==> config.mk <==
export PLATFORM = sky130hd
export DESIGN_NAME = vector_mac
export DESIGN_NICKNAME = d
export VERILOG_FILES = /design/src/rtl/vector_mac_pkg.sv /design/src/rtl/vector_mac_lane.sv /design/src/rtl/vector_mac.sv
export SDC_FILE = /design/constraint.sdc
export NUM_CORES = 2
export LEC_CHECK = 0
export CAP_MARGIN = 20
export CORE_MARGIN = 4
export CORE_UTILIZATION = 46
export DETAILED_ROUTE_END_ITERATION = 10
export GPL_TIMING_DRIVEN = 0
export PLACE_DENSITY = 0.68
export SYNTH_ARGS = -nofsm -noshare
export SYNTH_HDL_FRONTEND = slang
export SYNTH_HIERARCHICAL = 1
export SYNTH_SLANG_ARGS = --single-unit
==> constraint.sdc <==
create_clock -name clk -period 32 [get_ports clk]
set_input_delay 6.4 -clock clk [delete_from_list [all_inputs] [get_ports clk]]
set_output_delay 6.4 -clock clk [all_outputs]
set_load 0.01 [all_outputs]
==> src/rtl/vector_mac_pkg.sv <==
// rtl/vector_mac_pkg.sv - shared types, widths and element-slot helper for vector_mac
package vector_mac_pkg;

  typedef enum logic [1:0] {
    IDLE,
    BUSY,
    DONE
  } state_t;

  localparam int DEF_WIDTH = 16;
  localparam int PROD_W    = 2 * DEF_WIDTH;
  localparam int DEF_RES_W = PROD_W + 16;

  // Position inside the presented chunk of the element a lane works on.
  function automatic logic [31:0] elem_slot(input logic [31:0] base,
                                            input logic [31:0] lane,
                                            input logic [31:0] n);
    return (base + lane) % n;
  endfunction

endpackage

==> src/rtl/vector_mac_lane.sv <==
// rtl/vector_mac_lane.sv - one signed multiply lane with tail mask, sign-extended product
module mac_lane #(
  parameter int WIDTH = 16,
  parameter int RES_W = 48
) (
  input  logic signed [WIDTH-1:0] a,
  input  logic signed [WIDTH-1:0] b,
  input  logic                    valid,
  output logic signed [RES_W-1:0] product
);

  logic signed [2*WIDTH-1:0] prod_full;

  assign prod_full = a * b;
  assign product   = valid ? RES_W'(prod_full) : '0;

endmodule

==> src/rtl/vector_mac.sv <==
// rtl/vector_mac.sv - streaming signed dot-product engine for one matrix row
module vector_mac
  import vector_mac_pkg::*;
#(
  parameter int N        = 8,
  parameter int WIDTH    = DEF_WIDTH,
  parameter int NUM_MACS = 2,
  parameter int RES_W    = 2 * WIDTH + 16
) (
  input  logic                    clk,
  input  logic                    rst,
  input  logic                    start,
  input  logic [31:0]             row_size,
  input  logic [N*WIDTH-1:0]      vector_A,
  input  logic [N*WIDTH-1:0]      vector_B,
  output logic signed [RES_W-1:0] result,
  output logic [31:0]             counter,
  output logic                    done
);

  state_t                  state;
  state_t                  state_next;
  logic [31:0]             row_len;
  logic signed [RES_W-1:0] acc;
  logic signed [RES_W-1:0] lane_sum;
  logic signed [RES_W-1:0] prods [NUM_MACS];

  for (genvar m = 0; m < NUM_MACS; m++) begin : g_lane
    logic [31:0] slot;
    logic [32:0] elem;

    assign slot = elem_slot(counter, 32'(m), 32'(N));
    assign elem = {1'b0, counter} + 33'(m);

    mac_lane #(
      .WIDTH (WIDTH),
      .RES_W (RES_W)
    ) u_lane (
      .a       (vector_A[slot*WIDTH +: WIDTH]),
      .b       (vector_B[slot*WIDTH +: WIDTH]),
      .valid   (elem < {1'b0, row_len}),
      .product (prods[m])
    );
  end

  always_comb begin
    lane_sum = '0;
    for (int m = 0; m < NUM_MACS; m++) begin
      lane_sum = lane_sum + prods[m];
    end
  end

  always_ff @(posedge clk) begin
    if (rst) begin
      state <= IDLE;
    end else begin
      state <= state_next;
    end
  end

  always_comb begin
    state_next = state;
    case (state)
      IDLE: begin
        if (start) begin
          state_next = (row_size == 32'd0) ? DONE : BUSY;
        end
      end
      BUSY: begin
        // 33-bit compare so a row near 2^32 elements cannot wrap past the end.
        if (({1'b0, counter} + 33'(NUM_MACS)) >= {1'b0, row_len}) begin
          state_next = DONE;
        end
      end
      DONE:    state_next = IDLE;
      default: state_next = IDLE;
    endcase
  end

  always_ff @(posedge clk) begin
    if (rst) begin
      acc     <= '0;
      counter <= '0;
      row_len <= '0;
    end else begin
      case (state)
        IDLE: begin
          if (start) begin
            row_len <= row_size;
            acc     <= '0;
            counter <= '0;
          end
        end
        BUSY: begin
          acc     <= acc + lane_sum;
          counter <= counter + 32'(NUM_MACS);
        end
        default: ;
      endcase
    end
  end

  assign result = acc;
  assign done   = (state == DONE);

endmodule

==> flow_summary.ini <==
[synthesis]
synth_area_um2 = 32300
netlist.area_leader.share = 0.354
synthArstFlopShare = 0
yosysSeqAreaShare = 0.0700
synth_edf_count = 0
synth_area_leaders = fa_1, ha_1, inv_1
ys_ff_latch = 113
synthTopCellsByCount = inv_1, fa_1, nand2_1
yosys.area.top_type = fa_1
yosysMostFrequentCell = inv_1
synth_nets = 4849
syn_inst = 3683
ys_warn_count = 6
syn_avg_cell_area_um2 = 8.78
synth_top_flop_cell = dfxtp_1
post_synth_num_cell_types = 102

[clocking]
clk_pin_slew_ns = 0.06
root_buffer = clkbuf_16
postCtsSetupBuffers = 0
h-tree-depth = 4
clock_latency_ns = 0.45
cts.sinks = 113
cts_buffers = 17
holdBufCountCts = 0
clock_tree.buffer_depth = 2
cts_tree = done
ctsResizeCount = 0

[worst_setup_path]
cp.required_ns = 32.32
path_common_cell = fa_1
rr_startpoint = counter[1]
cp-end-kind = flop
cp_slowest_stage_delay_ns = 0.69
arrival_ns = 17.43
start_kind = input pin
cp_slowest_cell = nor3b_2
path_class = in -> reg
path_max_fanout = 10
reg2reg_depth = 39
critPathLaunch = vector_B[111]

[placement]
gp_congestion = 0.945
dp_slack_ns = 14.52
port_buffers = 369
place_hpwl_mm = 84.0

[final_layout]
nets = 5247
layout-drive-gt1-share = 0.0508
nFillCells = 6449
syn2layout_area_growth_pct = 17.6

[sta]
setup_viol = 0
hold_violations = 0
max_freq_mhz = 58.5
max-slew-margin-rel = 0.291
rsz0062_at_grt = no
slew_violations = 0
period_share = 0.535
setup_slack_ns = 14.90
worst_slew_pin_slew_ns = 1.06
finClkSkew_ns = 0.0183
period_needed_ns = 17.10
tns_ns = 0

[floorplan]
top_level_ports = 372
fp-row-count = 96
start_util = 0.467
die_height_um = 273
dieWidth_um = 273
core-area_um2 = 69200
die_area_um2 = 74600

[grt]
grt_max_degree = 17
grt_pass1_wl_mm = 152
grt_overflow = 0
globalRouteTotalUtil = 0.264
grt_pass1_vias = 27102
antenna_found_initial = 0

[routing]
drt-total-wl_mm = 96.8
drt_iter0_drc = 1753
num_vias = 26676
vias_per_cell = 5.31
drtAntennaViolNets = 0
drc_errors = 0
dr.pass1.iters = 5
wire_per_inst_um = 19.3

[status]
status = complete, no violations

[min_path]
hold_depth = 2
min_path_type = reg -> reg
hp-start = row_len[6]

[flow_run]
maxCapViolCount = 0
-- kinds of logic after synthesis --
logic type,synth area share
simple gates,0.164
buf+inv,0.110
fa+ha+maj,0.471
compound gates,0.102
xor+xnor,0.0346
flops,0.0700
mux,0.0472
other cells,0.000116
-- worst max-delay path: cells and delay by family --
family / cells / cell delay (ns)
XOR/XNOR: 1 / 0.19
buffers and inverters: 7 / 1.66
multiplexers: 1 / 0.56
adder cells (fa/ha/maj): 9 / 4.26
AO/OA/AOI/OAI: 12 / 2.74
AND/OR/NAND/NOR: 5 / 1.58
-- registers in the layout (all words and copies together), names as in the netlist --
| register | cells |
|---|---|
| counter | 31 |
| result | 48 |
| row_len | 32 |
| state | 2 |
-- metrics by stage --
step | hold WS, ns | instance area, um2 | instances | util
after global routing | 0.477 | 38000 | 5025 | 0.549
after CTS | 0.455 | 38000 | 5024 | 0.549
after global placement | 0.443 | 37200 | 4983 | 0.538
after detailed placement | 0.446 | 37400 | 4992 | 0.540
after floorplan | 0.436 | 32300 | 3683 | -
final | 0.453 | 38000 | 5028 | 0.549
-- cell type report --
class	count	area (um2)	area share
well taps	931	1160	0.0306
multi-input cells	2660	26500	0.698
inverters	705	2650	0.0696
flip-flops and latches	113	2260	0.0595
repair buffers	379	3870	0.102
diodes	3	7.51	0.000197
plain buffers	205	920	0.0242
clock inverters	14	180	0.00474
clock buffers	18	439	0.0116
-- layout by cell type, fill, tap and decap left out, drive strengths merged, types with 8 or more instances in the layout --
master / Yosys / layout
a31oi: 15 / 15
o31ai: 8 / 8
and2: 268 / 268
and3: 20 / 20
nor3: 34 / 34
clkbuf: 152 / 170
nand3: 53 / 53
nor4: 18 / 18
nand4: 24 / 24
a22oi: 10 / 10
nand2: 429 / 429
mux4: 64 / 64
or3: 16 / 16
a21o: 77 / 77
a21boi: 8 / 8
nor2: 150 / 150
dfxtp: 113 / 113
xnor2: 81 / 81
inv: 704 / 707
nand2b: 30 / 30
o21a: 18 / 18
buf: 52 / 62
nor2b: 18 / 18
a21oi: 181 / 181
o21bai: 13 / 13
o21ai: 99 / 99
a211oi: 15 / 15
xor2: 46 / 46
fa: 572 / 572
ha: 303 / 303
clkdlybuf4s50: 0 / 369
-- worst paths after layout --
check	end	slack, ns
worst min register to register	row_len[6]	0.45
worst max-delay path	result[46]	14.90
worst max register to register	result[46]	19.15
worst min-delay path	row_len[6]	0.45
-- metal layers --
metal / routed length, um / global-route usage / up-vias
met3: 7410 / 0.0550 / 123
met2: 45600 / 0.430 / 842
met5: 103 / 0.00987 / -
met4: 3070 / 0.0757 / 2
li1: - / - / 12440
met1: 40600 / 0.355 / 13269
Power is not shown: default switching activity piles up to over one toggle a cycle in this logic, so the estimate is an artifact.
